## src/rtl/pc_sequencer.sv

```systemverilog
// Program-counter sequencer: fetches the instruction at pc_out, waits for the
// datapath to finish it, then steps to pc+4 or to a taken branch/jump target.
module pc_sequencer #(
    parameter logic [31:0] RESET_PC      = 32'h0000_0000,
    parameter int          FETCH_TIMEOUT = 255,
    // Value retired takes on reset; left at 0 outside of wrap-around testing.
    parameter logic [31:0] RETIRED_INIT  = 32'h0000_0000
) (
    input  logic        clock,
    input  logic        reset,
    output logic        imem_req,
    output logic [31:0] imem_addr,
    input  logic        imem_ack,
    output logic        instr_valid,
    input  logic        advance,
    input  logic        take,
    input  logic        use_rs1,
    input  logic [31:0] immediate,
    input  logic [31:0] rs1_value,
    output logic [31:0] pc_out,
    output logic [31:0] pc_plus4,
    output logic [31:0] retired,
    output logic        misalign_err,
    output logic        fetch_err,
    output logic [1:0]  state_dbg
);

    typedef enum logic [1:0] {
        ST_IDLE  = 2'd0,
        ST_FETCH = 2'd1,
        ST_EXEC  = 2'd2,
        ST_HALT  = 2'd3
    } state_t;

    localparam logic [7:0] TIMEOUT_LIM = 8'(FETCH_TIMEOUT);

    state_t      state_q, state_d;
    logic [31:0] pc_q, pc_d;
    logic [31:0] retired_q, retired_d;
    logic [7:0]  wait_q, wait_d;
    logic        misalign_q, misalign_d;
    logic        fetch_err_q, fetch_err_d;
    logic        imem_req_q, imem_req_d;
    logic        instr_valid_q, instr_valid_d;

    logic [31:0] base;
    logic [31:0] sum;
    logic [31:0] target;
    logic [7:0]  wait_inc;

    // JALR clears bit 0 of its target; PC-relative targets keep every bit.
    assign base     = use_rs1 ? rs1_value : pc_q;
    assign sum      = base + immediate;
    assign target   = {sum[31:1], sum[0] & ~use_rs1};
    assign wait_inc = wait_q + 8'd1;
    assign pc_plus4 = pc_q + 32'd4;

    // Handshakes: a fetch completes on any cycle where imem_req and imem_ack
    // are both 1; an instruction retires on any cycle where instr_valid and
    // advance are both 1. Neither input has any effect outside those cycles.
    always_comb begin
        state_d     = state_q;
        pc_d        = pc_q;
        retired_d   = retired_q;
        wait_d      = wait_q;
        misalign_d  = misalign_q;
        fetch_err_d = fetch_err_q;

        case (state_q)
            ST_IDLE: begin
                state_d = ST_FETCH;
                wait_d  = 8'd0;
            end
            ST_FETCH: begin
                if (imem_ack) begin
                    state_d = ST_EXEC;
                end else if (wait_inc == TIMEOUT_LIM) begin
                    state_d     = ST_HALT;
                    wait_d      = wait_inc;
                    fetch_err_d = 1'b1;
                end else begin
                    wait_d = wait_inc;
                end
            end
            ST_EXEC: begin
                if (advance) begin
                    if (!take) begin
                        pc_d      = pc_plus4;
                        retired_d = retired_q + 32'd1;
                        state_d   = ST_FETCH;
                        wait_d    = 8'd0;
                    end else if (target[1:0] == 2'b00) begin
                        pc_d      = target;
                        retired_d = retired_q + 32'd1;
                        state_d   = ST_FETCH;
                        wait_d    = 8'd0;
                    end else begin
                        misalign_d = 1'b1;
                        state_d    = ST_HALT;
                    end
                end
            end
            default: begin
                state_d = ST_HALT;
            end
        endcase

        imem_req_d    = (state_d == ST_FETCH);
        instr_valid_d = (state_d == ST_EXEC);
    end

    always_ff @(posedge clock) begin
        if (reset) begin
            state_q       <= ST_IDLE;
            pc_q          <= RESET_PC;
            retired_q     <= RETIRED_INIT;
            wait_q        <= 8'd0;
            misalign_q    <= 1'b0;
            fetch_err_q   <= 1'b0;
            imem_req_q    <= 1'b0;
            instr_valid_q <= 1'b0;
        end else begin
            state_q       <= state_d;
            pc_q          <= pc_d;
            retired_q     <= retired_d;
            wait_q        <= wait_d;
            misalign_q    <= misalign_d;
            fetch_err_q   <= fetch_err_d;
            imem_req_q    <= imem_req_d;
            instr_valid_q <= instr_valid_d;
        end
    end

    assign imem_req     = imem_req_q;
    assign imem_addr    = pc_q;
    assign instr_valid  = instr_valid_q;
    assign pc_out       = pc_q;
    assign retired      = retired_q;
    assign misalign_err = misalign_q;
    assign fetch_err    = fetch_err_q;
    assign state_dbg    = state_q;

endmodule

```

## config.mk

```make
export PLATFORM = sky130hd
export DESIGN_NAME = pc_sequencer
export DESIGN_NICKNAME = d
export VERILOG_FILES = /design/src/rtl/pc_sequencer.sv
export SDC_FILE = /design/constraint.sdc
export NUM_CORES = 1
export LEC_CHECK = 0
export ABC_AREA = 1
export CORE_AREA = 2 2 127 129
export DETAILED_ROUTE_END_ITERATION = 8
export DIE_AREA = 0 0 129 131
export PLACE_DENSITY = 0.81
export SLEW_MARGIN = 15
export SYNTH_ARGS = -nofsm -noshare
export SYNTH_HDL_FRONTEND = slang
export SYNTH_SLANG_ARGS = --single-unit
export TNS_END_PERCENT = 5
```

## constraint.sdc

```tcl
create_clock -name clock -period 3.5 [get_ports clock]
set_input_delay 0.875 -clock clock [delete_from_list [all_inputs] [get_ports clock]]
set_output_delay 0.875 -clock clock [all_outputs]
set_load 0.03 [all_outputs]
```

-- After elaboration in Yosys (flattened, before gate mapping)
Cells that the tools add are included.
- memories kept: 0
- RAM bits: 0
- flip-flop bits (word level): 78
- ROM bits: 0
- input port bits: 70
- bits in latches: 0
- bitwise gates (word level): 4
- shifts and indexed selects: 0
- divide/modulo/power cells: 0
- multiply operators: 0
- $lt $le $gt $ge: 0
- equal/unequal tests: 9
- reduce and logical (&&, ||, !) cells: 7
- $add $sub $neg: 4
- mux-type cells: 16
- operators with widths (cell ; number):
    $mux W32 ; 5
    $add A32 B1 Y32 const B ; 1
    $add A32 B3 Y32 const B ; 1
    $add A32 B32 Y32 ; 1
    $mux W8 ; 4
    $pmux W8 S3 ; 1
    $mux W2 ; 5
    $add A8 B1 Y8 const B ; 1
    $eq A8 B8 Y1 const B ; 1
    $reduce_and A4 Y1 ; 2
    $pmux W2 S3 ; 1
    $reduce_and A3 Y1 ; 2
    $eq A2 B1 Y1 const B ; 2
    $eq A2 B2 Y1 const B ; 2
    $logic_not A2 Y1 ; 2
    $ne A2 B2 Y1 const B ; 2
    $ne A3 B3 Y1 const B ; 1
    $not A1 Y1 ; 3
    $reduce_bool A3 Y1 ; 1
    $ne A2 B1 Y1 const B ; 1
    $and A1 B1 Y1 ; 1

-- Logic depth before layout (Yosys ltp)
Gate-level depths: netlist of run 1.
- depth in word-level cells: 9
- mapped depth: 17
- gate-level depth less buffers: 16

-- Least setup slack after synthesis of run 1
Ideal clock, no wire load.
- kind: in2reg
- start: in use_rs1
- end: reg retired_q[28] (netlist: retired[28])
- buffers on the path: 3
- stages: 16
- data arrival time: 2.930 ns
- data required time: 3.368 ns
- library setup time: 0.132 ns
- path slack: 0.438 ns
- cell sequence: buf_2 > clkbuf_1 > nand2_1 > nand2_1 > ha_1 > fa_1 > inv_1 > nand2_2 > nand2_2 > nand2_4 > buf_6 > inv_4 > nand4_4 > nor2_1 > nand2_1 > nor3b_2
- word-level cells in the longest chain between the ends: 6
- elaborated cells on any way between the ends: 7
- those cells by class: add/sub (1); eq/ne (1); mux (1); bitwise (2); reduce/logical (2)
- RTL lines (item ; RTL line ; RTL):
    start, declared ; 17 ; input logic use_rs1,
    $mux W32 ; 52 ; assign base = use_rs1 ? rs1_value : pc_q;
    $add A32 B32 Y32 ; 53 ; assign sum = base + immediate;
    $and A1 B1 Y1 ; 54 ; assign target = {sum[31:1], sum[0] & ~use_rs1};
    $logic_not A2 Y1 (*) ; 92 ; end else if (target[1:0] == 2'b00) begin
    $ne A2 B1 Y1 (no line) (*) ; n/a ;
    $reduce_and A3 Y1 (no line) (*) ; n/a ;
    end signal, assigned ; 125 ; retired_q <= retired_d;
    end, declared ; 39 ; logic [31:0] retired_q, retired_d;
Every way passes the cells marked *; elsewhere a longest branch is shown, timed or not.
A chain may end at the register's enable or synchronous reset.

-- Final worst setup path of run 1
- start: reg pc_q[14] (netlist: imem_addr[14])
- end: out pc_plus4[22]
- word-level cells in the longest chain between the ends: 1
- RTL lines (item ; RTL line ; RTL):
    start, declared ; 38 ; logic [31:0] pc_q, pc_d;
    start signal, assigned ; 124 ; pc_q <= pc_d;
    $add A32 B3 Y32 ; 56 ; assign pc_plus4 = pc_q + 32'd4;
    end, declared ; 21 ; output logic [31:0] pc_plus4,
Every way passes these cells.

==> qor.csv, run 1 <==
metric,value,unit
Worst Max-Slew Pin Slew,0.964,ns
Setup crit start,imem_addr[14],
mapped cell area,7590,µm²
setup TNS,0,ns
CTS Sinks,78,
Post-synth EDFFs,0,
fin crit period,3.41,ns
share of Yosys cell area claimed by the top area cell type,20.7,%
Routed Antenna Nets,0,
Vias/cell,5.23,
IO Count,204,
WP data arrival,2.53,ns
CTS root buf,clkbuf_16,
Final Hold Fails,0,
Core Region,15600,µm²
maximum VDD drop,279,µV
Starting Density,48.6,%
Critical Path End Type,output pin,
Lkg Pwr,4.75,nW
post-synthesis sequential area ratio,20.6,%
largest net degree at the start of global routing,57,
reg2reg setup slack,0.87,ns
total congestion overflow,0,
r2r startpoint,imem_addr[24],
final hold slack,0.475,ns
Final Max Tran Viols,0,
Final nets,1583,
htree depth,3,
Routability Congestion,0.964,
WP data required,2.62,ns
Die ar.,16900,µm²
clk slew on worst S/H paths,0.06,ns
syn_nets,1410,
CTS tree,yes,
n_diodes,0,
Post-DP HPWL,21700,µm
drt drc,0,
CTS buffer count,9,
Clock Skews,0.00786,ns
crit path max fanout,5,
final worst-path cycle share,97.4,%
global-route wire length before repair,41000,µm
vias,8879,
Reg2Reg Depth,12,
"slowest stage delay, CP",0.68,ns
asr flop ratio synth,0,%
max_cap viols,0,
drt first pass iters,5,
hold depth,1,
status,finished clean,
hold buffers post-CTS,0,
worst reg2reg path endpoint,imem_addr[30],
Row Count,46,
Synth warnings,0,
total wire length,27000,µm
Achievable Freq,293,MHz
layout cells sized above 1,5.74,%
Detailed Route Iter0 Violations,624,
Synth area leaders,"nand2_1, dfxtp_1, inv_1",
Layout area overhead,32.2,%
Die Y,131,µm
chip width,129,µm
Slew HR,35.7,%
Clock Latency Late Sink,0.34,ns
Synth Register Bits,78,
Port-buffer cells,203,
cell count after synthesis,1304,
routed wire length per instance,15.9,µm
crit-path cells,inv_1 -> nor3_2 -> nand4_1 -> nor2_1 -> nand3_1 -> nand2_1 -> clkdlybuf4s50_1,
initial antenna violation count,0,
number of setup buffers added after CTS,0,
most common flop cell mapped by yosys,dfxtp_1,
# setup viols final,0,
CP Capture Point,pc_plus4[22],
Synth cell types,48,
crit path kind,reg -> out,
CP max stage cell,clkdlybuf4s50_1,
post-synth top area cell,nand2_1,
unrepaired setup endpoints after global routing,no,
vias in the first global route,8088,
gr usage total,31.2,%
Mean Syn Cell Area,5.82,µm²
Startpoint Class,flop,
Power Dens Cells,275,nW/µm²
CTS resizes,2,
HP Class,reg -> reg,
clock buffer depth,2,
[critical path: cells and delay by family, from the launching register on]
| kind | cells | cell delay (ns) |
|---|---|---|
| buf+inv | 2 | 0.84 |
| simple gates | 5 | 0.85 |
| flops | 1 | 0.50 |
[cells in the final DEF (no fill, tap or decap), drive strengths merged, types with 4 or more instances in the layout]
cell type,instances
a21oi,78
buf,23
clkbuf,11
clkdlybuf4s50,192
dfxtp,78
dlymetal6s2s,7
ha,35
inv,209
nand2,426
nand3,100
nand4,20
nor2,111
nor3,39
nor4,4
o211ai,5
o21ai,61
xnor2,13
xor2,35
[worst min-delay path by stage]
| stage | start | to | slack, ns |
|---|---|---|---|
| 2_1_floorplan | wait_q[6] | wait_q[6] | 0.47 |
| 6_report | fetch_err | fetch_err | 0.48 |
| 3_5_place_dp | fetch_err | fetch_err | 0.46 |
| 3_3_place_gp | misalign_err | misalign_err | 0.45 |
| 5_1_grt | fetch_err | fetch_err | 0.49 |
| 4_1_cts | fetch_err | fetch_err | 0.48 |
[per-stage QoR]
step	std cells	utilization (%)	setup WS [ns]	instance area, µm²	total power [mW]
3_3_place_gp	1682	62.0	0.194	9670	1.72
5_1_grt	1698	64.3	0.0107	10000	2.88
3_5_place_dp	1682	62.0	0.202	9670	1.73
6_report	1698	64.3	0.0910	10000	2.76
4_1_cts	1698	64.1	0.0347	10000	2.76
2_1_floorplan	1304	-	0.438	7590	1.44
[synth_stat cells, types with 6 or more instances]
master      n
xnor2_1    13
a21oi_1    78
nand3_1    96
nand4_1    19
clkbuf_1   21
nand2_1   419
ha_1       35
dfxtp_1    78
nor2_1    103
nor3_1     28
o21ai_0    58
inv_1     202
nor3_2      8
nand2_2     6
buf_4      35
xor2_1     35
nor2_2      7
[where the power goes]
group          internal [mW]  switching, mW
Clock                  0.646          0.392
Combinational          0.302          0.486
Sequential             0.908         0.0262
[cells by family (layout without fill, tap and decap cells)]
group,count (synthesis),after routing,share of synthesized area [%]
xor+xnor,48,48,5.54
simple gates,709,709,41.0
buf+inv,272,450,15.4
fa+ha+maj,36,36,6.04
compound gates,161,161,11.5
flops,78,78,20.6
[cell type report]
cell class,instances,area [µm²]
fill,1483,5570
tap,216,270
multi-input combinational,954,4870
clock buffer,11,243
inverter,210,791
clock inverter,5,81.3
timing repair buffer,224,2210
sequential,78,1560
[sequential cells by signal, indices dropped and copies added (netlist names)]
| register | count |
|---|---|
| fetch_err | 1 |
| imem_addr | 32 |
| imem_req | 1 |
| instr_valid | 1 |
| misalign_err | 1 |
| retired | 32 |
| state_dbg | 2 |
| wait_q | 8 |
[routing by layer]
layer / GRT usage [%] / part of all wire, % / vias to the layer above
met4: 12.1 / 3.4 / 0
li1: - / - / 4441
met3: 5.29 / 8.3 / 60
met2: 53.9 / 47 / 410
met5: 0 / 0 / -
met1: 39.0 / 41 / 3968
(Power assumes the default switching activity.)
==> run 2: changes to the inputs <==
Settings changed: SETUP_SLACK_MARGIN set to 0.15.
==> run 2 against run 1 <==
  * Power fell by 0.12%
  * Critical path type unchanged
  * Largest cell class unchanged
  * Via count barely moved
  * Sequential power barely moved
  * First-iteration DRC count rose by 6.7%
  * Routed wire length barely moved
  * Sequential share of layout area rose by 0.055 points
==> qor.csv, run 2 (same netlist as run 1, synthesis figures left out) <==
metric,value,unit
CP Buf/Inv Count,1,
Final nets,1583,
"most used cell, CP",nand2_1,
gr usage total,31.2,%
drt first pass iters,5,
final worst-path cycle share,97.1,%
Clock Power Share,37.6,%
CTS buffer count,9,
Port-buffer cells,203,
Achievable Freq,294,MHz
max_cap viols,0,
"non-filler cells, final",1698,
Hold Crit Start,fetch_err,
global-route wire length before repair,41000,µm
vias in the first global route,8088,
clock buffer depth,2,
HP Class,reg -> reg,
vias,8874,
Post-Route Utilization,64.1,%
unrepaired setup endpoints after global routing,yes,
Clock Skews,0.00611,ns
WP data arrival,2.52,ns
end of the worst hold path,fetch_err,
Routed Antenna Nets,0,
r2r startpoint,imem_addr[24],
Routability Congestion,0.964,
Critical Path End Type,output pin,
Detailed Route Iter0 Violations,666,
Startpoint Class,flop,
n_diodes,0,
most frequent cells in the layout,"nand2_1, inv_1, clkdlybuf4s50_1",
Power Dens Cells,276,nW/µm²
Layout area overhead,31.7,%
Die Y,131,µm
Core Region,15600,µm²
chip width,129,µm
cell family with most CP delay,buffers and inverters,
clk slew on worst S/H paths,0.06,ns
setup TNS,0,ns
crit path max fanout,6,
hold depth,1,
reg2reg setup slack,0.85,ns
CP max stage cell,clkdlybuf4s50_1,
CTS Sinks,78,
"commonest non-fill, non-tap cell in the layout",nand2_1,
Worst Max-Slew Pin Slew,0.994,ns
Die ar.,16900,µm²
initial antenna violation count,0,
total wire length,27000,µm
Sequential Power Share,33.9,%
placed insts,1682,
status,finished clean,
routed wire length per instance,15.9,µm
Final Instance Area,9990,µm²
Final Max Tran Viols,0,
Reg2Reg Depth,12,
Row Count,46,
Area after DPL,9670,µm²
switch share,32.7,%
crit-path cells,nand2_1 -> nor2_1 -> nand2_1 -> nor2_2 -> xor2_1 -> clkdlybuf4s50_1,
"slowest stage delay, CP",0.77,ns
total internal power,1.86,mW
Slew HR,33.6,%
# setup viols final,0,
CTS root buf,clkbuf_16,
largest net degree at the start of global routing,57,
htree depth,3,
drt drc,0,
fill count,1487,
Starting Density,48.6,%
layout cells sized above 1,5.60,%
Final Hold Fails,0,
IO Count,204,
Post-DP HPWL,21700,µm
WP data required,2.62,ns
worst reg2reg path endpoint,imem_addr[30],
Lkg Pwr,4.68,nW
Psw,0.901,mW
hold buffers post-CTS,0,
total congestion overflow,0,
Clock Latency Late Sink,0.34,ns
Comb power frac,28.5,%
CTS tree,yes,
maximum VDD drop,283,µV
Vias/cell,5.23,
crit path kind,reg -> out,
fin crit period,3.40,ns
## run 2: changes by cell type in the layout (fill, tap and decap cells not counted)
cell             before  now
clkdlybuf4s50_1     192  189
clkdlybuf4s15_1       0    1
dlygate4sd2_1         2   10
nor3_2               11    9
dlymetal6s2s_1        7    1
nor3_1               25   27
## run 2: layer usage
metal	GRT usage (%)	wire length, µm	share of wire, %	vias up
met4	12.1	870	3.2	0
met3	5.29	2320	8.6	55
met5	0	0	0	-
met1	39.0	11100	41	3966
li1	-	-	-	4442
met2	53.9	12700	47	411
## run 2: timing repair
item / CTS / global route
setup endpoints to repair: 11 / 17
setup buffers: 0 / 0
gates cloned: 0 / 0
gates resized for setup: 11 / 3
## run 2: stage by stage
step / setup WS (ns) / power [mW] / hold slack (ns)
after floorplan: 0.438 / 1.44 / 0.470
after global placement: 0.194 / 1.72 / 0.451
after detailed placement: 0.202 / 1.73 / 0.456
after CTS: 0.151 / 2.76 / 0.476
after global routing: 0.0158 / 2.88 / 0.486
final: 0.103 / 2.76 / 0.475
## run 2: worst max path at each step
| stage | start | end | slack, ns | cells after the start |
|---|---|---|---|---|
| 2_1_floorplan | use_rs1 | retired[28] | 0.44 | 16 |
| 3_3_place_gp | use_rs1 | imem_addr[30] | 0.19 | 13 |
| 6_report | imem_addr[12] | pc_plus4[13] | 0.10 | 6 |
| 3_5_place_dp | rs1_value[0] | retired[25] | 0.20 | 15 |
| 5_1_grt | imem_addr[12] | pc_plus4[13] | 0.02 | 6 |
| 4_1_cts | imem_addr[14] | pc_plus4[29] | 0.15 | 7 |
## run 2: power by group through the flow
stage,clock (mW),combinational (mW),sequential [mW]
global route,1.08,0.861,0.937
floorplan,0,0.469,0.974
CTS,1.04,0.780,0.934
global placement,0,0.771,0.953
detailed placement,0,0.775,0.953
finish,1.04,0.787,0.935
## run 2: layout make-up
| cell class | count | area, µm² | share of cell area (%) |
|---|---|---|---|
| timing repair buffer | 224 | 2180 | 21.8 |
| inverter | 210 | 791 | 7.91 |
| clock buffer | 11 | 243 | 2.43 |
| sequential | 78 | 1560 | 15.6 |
| tap | 216 | 270 | 2.70 |
| multi-input combinational | 954 | 4860 | 48.7 |
| clock inverter | 5 | 81.3 | 0.814 |
